==> src/rtl/sliding_detector_sched_pkg.sv <==
// Shared types and sizing helpers for the sliding-detector frame scheduler.
// Optional statistics counters are enabled by the SLIDING_DET_SCHED_STATS_EN macro.
package sliding_detector_sched_pkg;

    typedef enum logic [1:0] {IDLE, SCAN, DRAIN} sched_state_t;

    function automatic int calc_num_pos(input int frame_len, input int seq_length);
        return frame_len - seq_length + 1;
    endfunction

    // Clamped to one bit so a single-position frame still has a legal index register.
    function automatic int calc_pos_w(input int num_pos);
        return (num_pos > 1) ? $clog2(num_pos) : 1;
    endfunction

endpackage

==> src/rtl/sliding_detector_scheduler_window_mux.sv <==
// Combinational window select: picks SEQ_LENGTH consecutive samples/bits
// of the latched frame starting at index pos.
module sliding_window_mux
    import sliding_detector_sched_pkg::*;
#(
    parameter int FRAME_LEN          = 16,
    parameter int SEQ_LENGTH         = 3,
    parameter int EST_ERROR_BITWIDTH = 8,
    parameter int POS_W              = 4
) (
    input  logic signed [EST_ERROR_BITWIDTH-1:0] frame_resid [FRAME_LEN],
    input  logic        [FRAME_LEN-1:0]          frame_bits,
    input  logic        [POS_W-1:0]              pos,
    output logic signed [EST_ERROR_BITWIDTH-1:0] win_resid [SEQ_LENGTH],
    output logic        [SEQ_LENGTH-1:0]         win_bits
);

    always_comb begin
        for (int i = 0; i < SEQ_LENGTH; i++) begin
            win_resid[i] = '0;
            win_bits[i]  = 1'b0;
            // Guard keeps out-of-frame indices harmless; legal pos never reaches them.
            if (int'(pos) + i < FRAME_LEN) begin
                win_resid[i] = frame_resid[int'(pos) + i];
                win_bits[i]  = frame_bits[int'(pos) + i];
            end
        end
    end

endmodule

==> src/rtl/sliding_detector_scheduler.sv <==
// Frame sequencer sharing one detector slice across all window positions of a frame.
// Optional per-flag result counters are enabled by the SLIDING_DET_SCHED_STATS_EN macro.
module sliding_detector_scheduler
    import sliding_detector_sched_pkg::*;
#(
    parameter  int FRAME_LEN            = 16,
    parameter  int SEQ_LENGTH           = 3,
    parameter  int NUM_OF_FLIP_PATTERNS = 4,
    parameter  int EST_ERROR_BITWIDTH   = 8,
    parameter  int ENER_BITWIDTH        = 18,
    localparam int NUM_POS              = calc_num_pos(FRAME_LEN, SEQ_LENGTH),
    localparam int POS_W                = calc_pos_w(NUM_POS),
    localparam int FLAG_W               = $clog2(NUM_OF_FLIP_PATTERNS + 1)
) (
    input  logic                                 clk,
    input  logic                                 rst,
    input  logic                                 in_valid,
    output logic                                 in_ready,
    input  logic signed [EST_ERROR_BITWIDTH-1:0] in_resid [FRAME_LEN],
    input  logic        [FRAME_LEN-1:0]          in_bits,
    output logic signed [EST_ERROR_BITWIDTH-1:0] slc_resid [SEQ_LENGTH],
    output logic        [SEQ_LENGTH-1:0]         slc_bits,
    input  logic        [FLAG_W-1:0]             slc_error_flag,
    input  logic        [ENER_BITWIDTH-1:0]      slc_mmse_val,
    output logic                                 out_valid,
    input  logic                                 out_ready,
    output logic        [POS_W-1:0]              out_pos,
    output logic        [FLAG_W-1:0]             out_flag,
    output logic        [ENER_BITWIDTH-1:0]      out_mmse,
    output logic                                 out_last,
    output logic                                 busy,
`ifdef SLIDING_DET_SCHED_STATS_EN
    input  logic                                 stat_clr,
    output logic        [15:0]                   stat_flag_cnt [NUM_OF_FLIP_PATTERNS+1],
`endif
    output sched_state_t                         fsm_state
);

    generate
        if (FRAME_LEN < SEQ_LENGTH) begin : g_bad_cfg
            $error("sliding_detector_scheduler: FRAME_LEN must be >= SEQ_LENGTH");
        end
    endgenerate

    localparam logic [POS_W-1:0] LAST_POS = POS_W'(NUM_POS - 1);

    sched_state_t                         state;
    logic        [POS_W-1:0]              pos;
    logic        [POS_W-1:0]              win_pos;
    logic signed [EST_ERROR_BITWIDTH-1:0] frame_resid [FRAME_LEN];
    logic        [FRAME_LEN-1:0]          frame_bits;
    logic                                 advance;

    // Both ports: a transfer happens on the clock edge where valid && ready;
    // the producer holds its payload stable from raising valid until that edge.
    assign in_ready  = (state == IDLE);
    assign busy      = (state != IDLE);
    assign fsm_state = state;
    assign advance   = !out_valid || out_ready;
    assign win_pos   = (state == SCAN) ? pos : '0;

    sliding_window_mux #(
        .FRAME_LEN          (FRAME_LEN),
        .SEQ_LENGTH         (SEQ_LENGTH),
        .EST_ERROR_BITWIDTH (EST_ERROR_BITWIDTH),
        .POS_W              (POS_W)
    ) u_window_mux (
        .frame_resid (frame_resid),
        .frame_bits  (frame_bits),
        .pos         (win_pos),
        .win_resid   (slc_resid),
        .win_bits    (slc_bits)
    );

    // Frame storage is deliberately unreset; it is only meaningful after an accept.
    always_ff @(posedge clk) begin
        if (!rst && state == IDLE && in_valid) begin
            frame_resid <= in_resid;
            frame_bits  <= in_bits;
        end
    end

    always_ff @(posedge clk) begin
        if (rst) begin
            state     <= IDLE;
            pos       <= '0;
            out_valid <= 1'b0;
            out_pos   <= '0;
            out_flag  <= '0;
            out_mmse  <= '0;
            out_last  <= 1'b0;
        end else begin
            case (state)
                IDLE: begin
                    if (in_valid) begin
                        pos   <= '0;
                        state <= SCAN;
                    end
                end
                SCAN: begin
                    if (advance) begin
                        out_valid <= 1'b1;
                        out_pos   <= pos;
                        out_flag  <= slc_error_flag;
                        out_mmse  <= slc_mmse_val;
                        out_last  <= (pos == LAST_POS);
                        if (pos == LAST_POS) begin
                            state <= DRAIN;
                        end else begin
                            pos <= pos + 1'b1;
                        end
                    end
                end
                DRAIN: begin
                    if (out_ready) begin
                        out_valid <= 1'b0;
                        state     <= IDLE;
                    end
                end
                default: begin
                    state     <= IDLE;
                    out_valid <= 1'b0;
                end
            endcase
        end
    end

`ifdef SLIDING_DET_SCHED_STATS_EN
    logic out_fire;
    assign out_fire = out_valid && out_ready;

    always_ff @(posedge clk) begin
        for (int k = 0; k <= NUM_OF_FLIP_PATTERNS; k++) begin
            if (rst || stat_clr) begin
                stat_flag_cnt[k] <= '0;
            end else if (out_fire && out_flag == FLAG_W'(k) && stat_flag_cnt[k] != 16'hFFFF) begin
                stat_flag_cnt[k] <= stat_flag_cnt[k] + 16'd1;
            end
        end
    end
`endif

endmodule

==> config.mk <==
export PLATFORM = sky130hd
export DESIGN_NAME = sliding_detector_scheduler
export DESIGN_NICKNAME = d
export VERILOG_FILES = /design/src/rtl/sliding_detector_sched_pkg.sv /design/src/rtl/sliding_detector_scheduler_window_mux.sv /design/src/rtl/sliding_detector_scheduler.sv
export SDC_FILE = /design/constraint.sdc
export NUM_CORES = 1
export LEC_CHECK = 0
export CAP_MARGIN = 40
export CORE_AREA = 2 2 194 196
export CTS_CLUSTER_SIZE = 30
export DETAILED_ROUTE_END_ITERATION = 12
export DIE_AREA = 0 0 196 198
export DONT_BUFFER_PORTS = 1
export HOLD_SLACK_MARGIN = 0.03
export PLACE_DENSITY = 0.43
export SYNTH_ARGS = -nofsm -noshare
export SYNTH_HDL_FRONTEND = slang
export SYNTH_SLANG_ARGS = --single-unit
export TNS_END_PERCENT = 1
==> constraint.sdc <==
create_clock -name clk -period 22.3 [get_ports clk]
set_input_delay 6.69 -clock clk [delete_from_list [all_inputs] [get_ports clk]]
set_output_delay 6.69 -clock clk [all_outputs]
set_load 0.005 [all_outputs]
==> summary.md <==
| Metric | Value |
|---|---|
| Status | `finished clean` |
| Worst Path Required | `around 16,000 ps` |
| Hold buffers post-CTS | `0` |
| YS warnings | `0` |
| Fill count | `3,837` |
| RePlAce Congestion | `approximately 0.84` |
| Seq/Total Area, Yosys | `0.552` |
| EDFF count, synth | `approximately 140` |
| Post-CTS setup buffer count | `0` |
| Syn_area_per_cell | `between 10 and 15 sq um` |
| Final Max Tran Viols | `0` |
| Initial drt markers | `612` |
| Hold slack | `approximately 470 ps` |
| Share of layout cells above drive strength 1 | `0.111` |
| DR vias | `roughly 6,800` |
| Top_reg_cell synth | `edfxtp_1` |
| Via density | `between 5 and 6` |
| DIE AREA | `a little under 40,000 sq um` |
| VDD IR max | `0.0687 mV` |
| Pin count of the biggest net entering global routing | `70` |
| Setup Skew | `about 20 ps` |
| Worst Setup End Kind | `primary output` |
| CTS Sinks | `177` |
| Vias in the first global route | `6,632` |
| Core Area | `37,000 sq um` |
| Hold WC Path Type | `flip-flop to flip-flop` |
| Total Neg Setup Slack | `0 ps` |
| Async S/R FF share, synth | `0` |
| Max clock buf depth | `2` |
| Nets | `between 900 and 1,000` |
| Antenna violations before repair | `1` |
| FMAX | `98.1 MHz` |
| Rel. slew slack | `0.409` |
| Most frequent CP cell | `buf_4` |
| Num CTS Buffers | `17` |
| Largest stage delay, worst path | `630 ps` |
| Initial Utilization | `0.244` |
| Drt wl/cell | `25.7 microns` |
| Root buffer cell | `clkbuf_16` |
| Setup-failing EPs final | `0` |
| Commonest cells after routing, fill and taps aside | `edfxtp_1, nand2_1, mux2i_1` |
| FF+latch count, synth | `around 180` |
| CP Launch Type | `flip-flop` |
| Pre-Repair DR Iteration Count | `5` |
| Remaining Overflow, GRT | `0` |
| Worst Tran Pin Value | `approximately 880 ps` |
| Fin crit period | `between 10,000 and 15,000 ps` |
| Commonest non-fill, non-tap cell in the layout | `edfxtp_1` |
| # IOs | `about 230` |
| # rows | `between 70 and 80` |
| DRC Markers | `0` |
| CP Class | `flip-flop to primary output` |
| HPWL after detailed placement | `approximately 23,000 microns` |
| Die X | `slightly below 200 microns` |
| Worst Path Max Fanout | `58` |
| Die Y | `198 microns` |
| Post-Syn Instances | `roughly 800` |
| # Max-Cap Violations | `0` |
| Post-cts sizing count | `0` |
| Final Hold Fails | `0` |
| Fin crit share | `0.457` |
| Synth cell types | `62` |
| Cell breakdown of the critical path | `buf_4, and3b_2, buf_4, buf_12, mux2i_1, o221ai_1, a31oi_1, o21ai_0` |
| Final wirelength | `approximately 33,000 microns` |
| CTS tree | `done` |
| Post-Syn Area | `9030 sq um` |
| Unrepaired setup endpoints after global routing | `false` |
| Worst skew pair latency | `around 460 ps` |
| CP top delay family | `buffers and inverters` |
| GRT Overall Usage | `0.168` |
| Area grow syn2layout | `11.4%` |
| PwrDens | `about 73 nW/um^2` |
| Syn Nets | `between 900 and 1,000` |
| WP buf/inv | `3` |
| # port buffers | `0` |
| Crit path DAT | `between 3000 and 4000 ps` |
| Total leakage power | `about 3.1 nW` |
| Detail Route Antenna Nets | `0` |
| CTS H-tree depth | `4` |
| Slowest CP cell | `buf_4` |
| Clock transition at path regs | `80 ps` |
| First-pass GRT wire length | `46,400 microns` |
## logic make-up after synthesis
logic type | Yosys count | share of synthesized area
simple gates | 223 | 0.115
buf+inv | 74 | 0.0428
compound gates | 228 | 0.167
mux | 97 | 0.116
fa+ha+maj | 2 | 0.00277
xor+xnor | 4 | 0.00388
flops | 177 | 0.552
## cell type report
cell class / instances / area, sq um / share of cell area
Tap cell: 474 / 593 / 0.0589
Timing Repair Buffer: 21 / 213 / 0.0211
Antenna cell: 1 / 2.50 / 0.000249
Clock buffer: 17 / 425 / 0.0423
Clock inverter: 15 / 136 / 0.0136
Inverter: 10 / 37.5 / 0.00373
Sequential cell: 177 / 4990 / 0.496
Multi-Input combinational cell: 554 / 3660 / 0.364
## path summary, 6_finish.rpt
path                startpoint               to  slack, ps  cells past startpoint
setup / recovery        pos[0]    slc_resid[21]      12110                      8
hold / removal     out_mmse[4]      out_mmse[4]        470                      2
hold reg to reg    out_mmse[4]      out_mmse[4]        470                      2
setup reg to reg  fsm_state[1]  frame_resid[92]      19950                      4
## where the power goes
part           internal (mW)  switching, mW  leakage [nW]
sequential             0.372        0.00976          1.60
clock                  0.147          0.142         0.276
combinational         0.0220         0.0392          1.25
total                  0.542          0.191          3.13
## tightest hold or removal path, stage by stage (launching register included)
cell and delay, ps:
dfxtp_1 320, nand2_1 50, a21oi_1 50
## flip-flops by register name, indices dropped and copies added, names as in the netlist
signal and count:
frame_bits 16, fsm_state 2, out_flag 3, out_last 1
out_pos 4, out_mmse 18, out_valid 1, frame_resid 128
pos 4
## cell usage after synthesis, types with 15 or more instances
cell,number,area (sq um)
a21oi_1,61,305
a22oi_1,15,113
buf_2,30,150
clkbuf_1,16,60.1
dfxtp_1,33,661
edfxtp_1,144,4320
mux2_2,21,236
mux2i_1,72,721
nand2_1,105,394
nor2_1,38,143
nor3_1,22,110
o21ai_0,24,120
o221ai_1,16,140
o22ai_1,46,288
## metrics by stage
step	cell area [sq um]	utilization	setup WS (ps)	power (mW)	std cells
finish	10100	0.272	12110	0.733	1269
global route	10100	0.272	11960	0.763	1268
CTS	10100	0.272	12140	0.745	1268
detailed placement	9500	0.257	12670	0.451	1236
global placement	9400	0.254	12590	0.449	1230
floorplan	9030	-	8240	0.434	805
## layer usage
metal,vias to the layer above,GRT usage,share of wire
met5,-,0,0
met4,0,0.0715,0.031
met3,53,0.0491,0.068
met2,309,0.257,0.45
met1,3357,0.220,0.45
li1,3050,-,-
No activity file was read; power rests on OpenSTA's default activity.
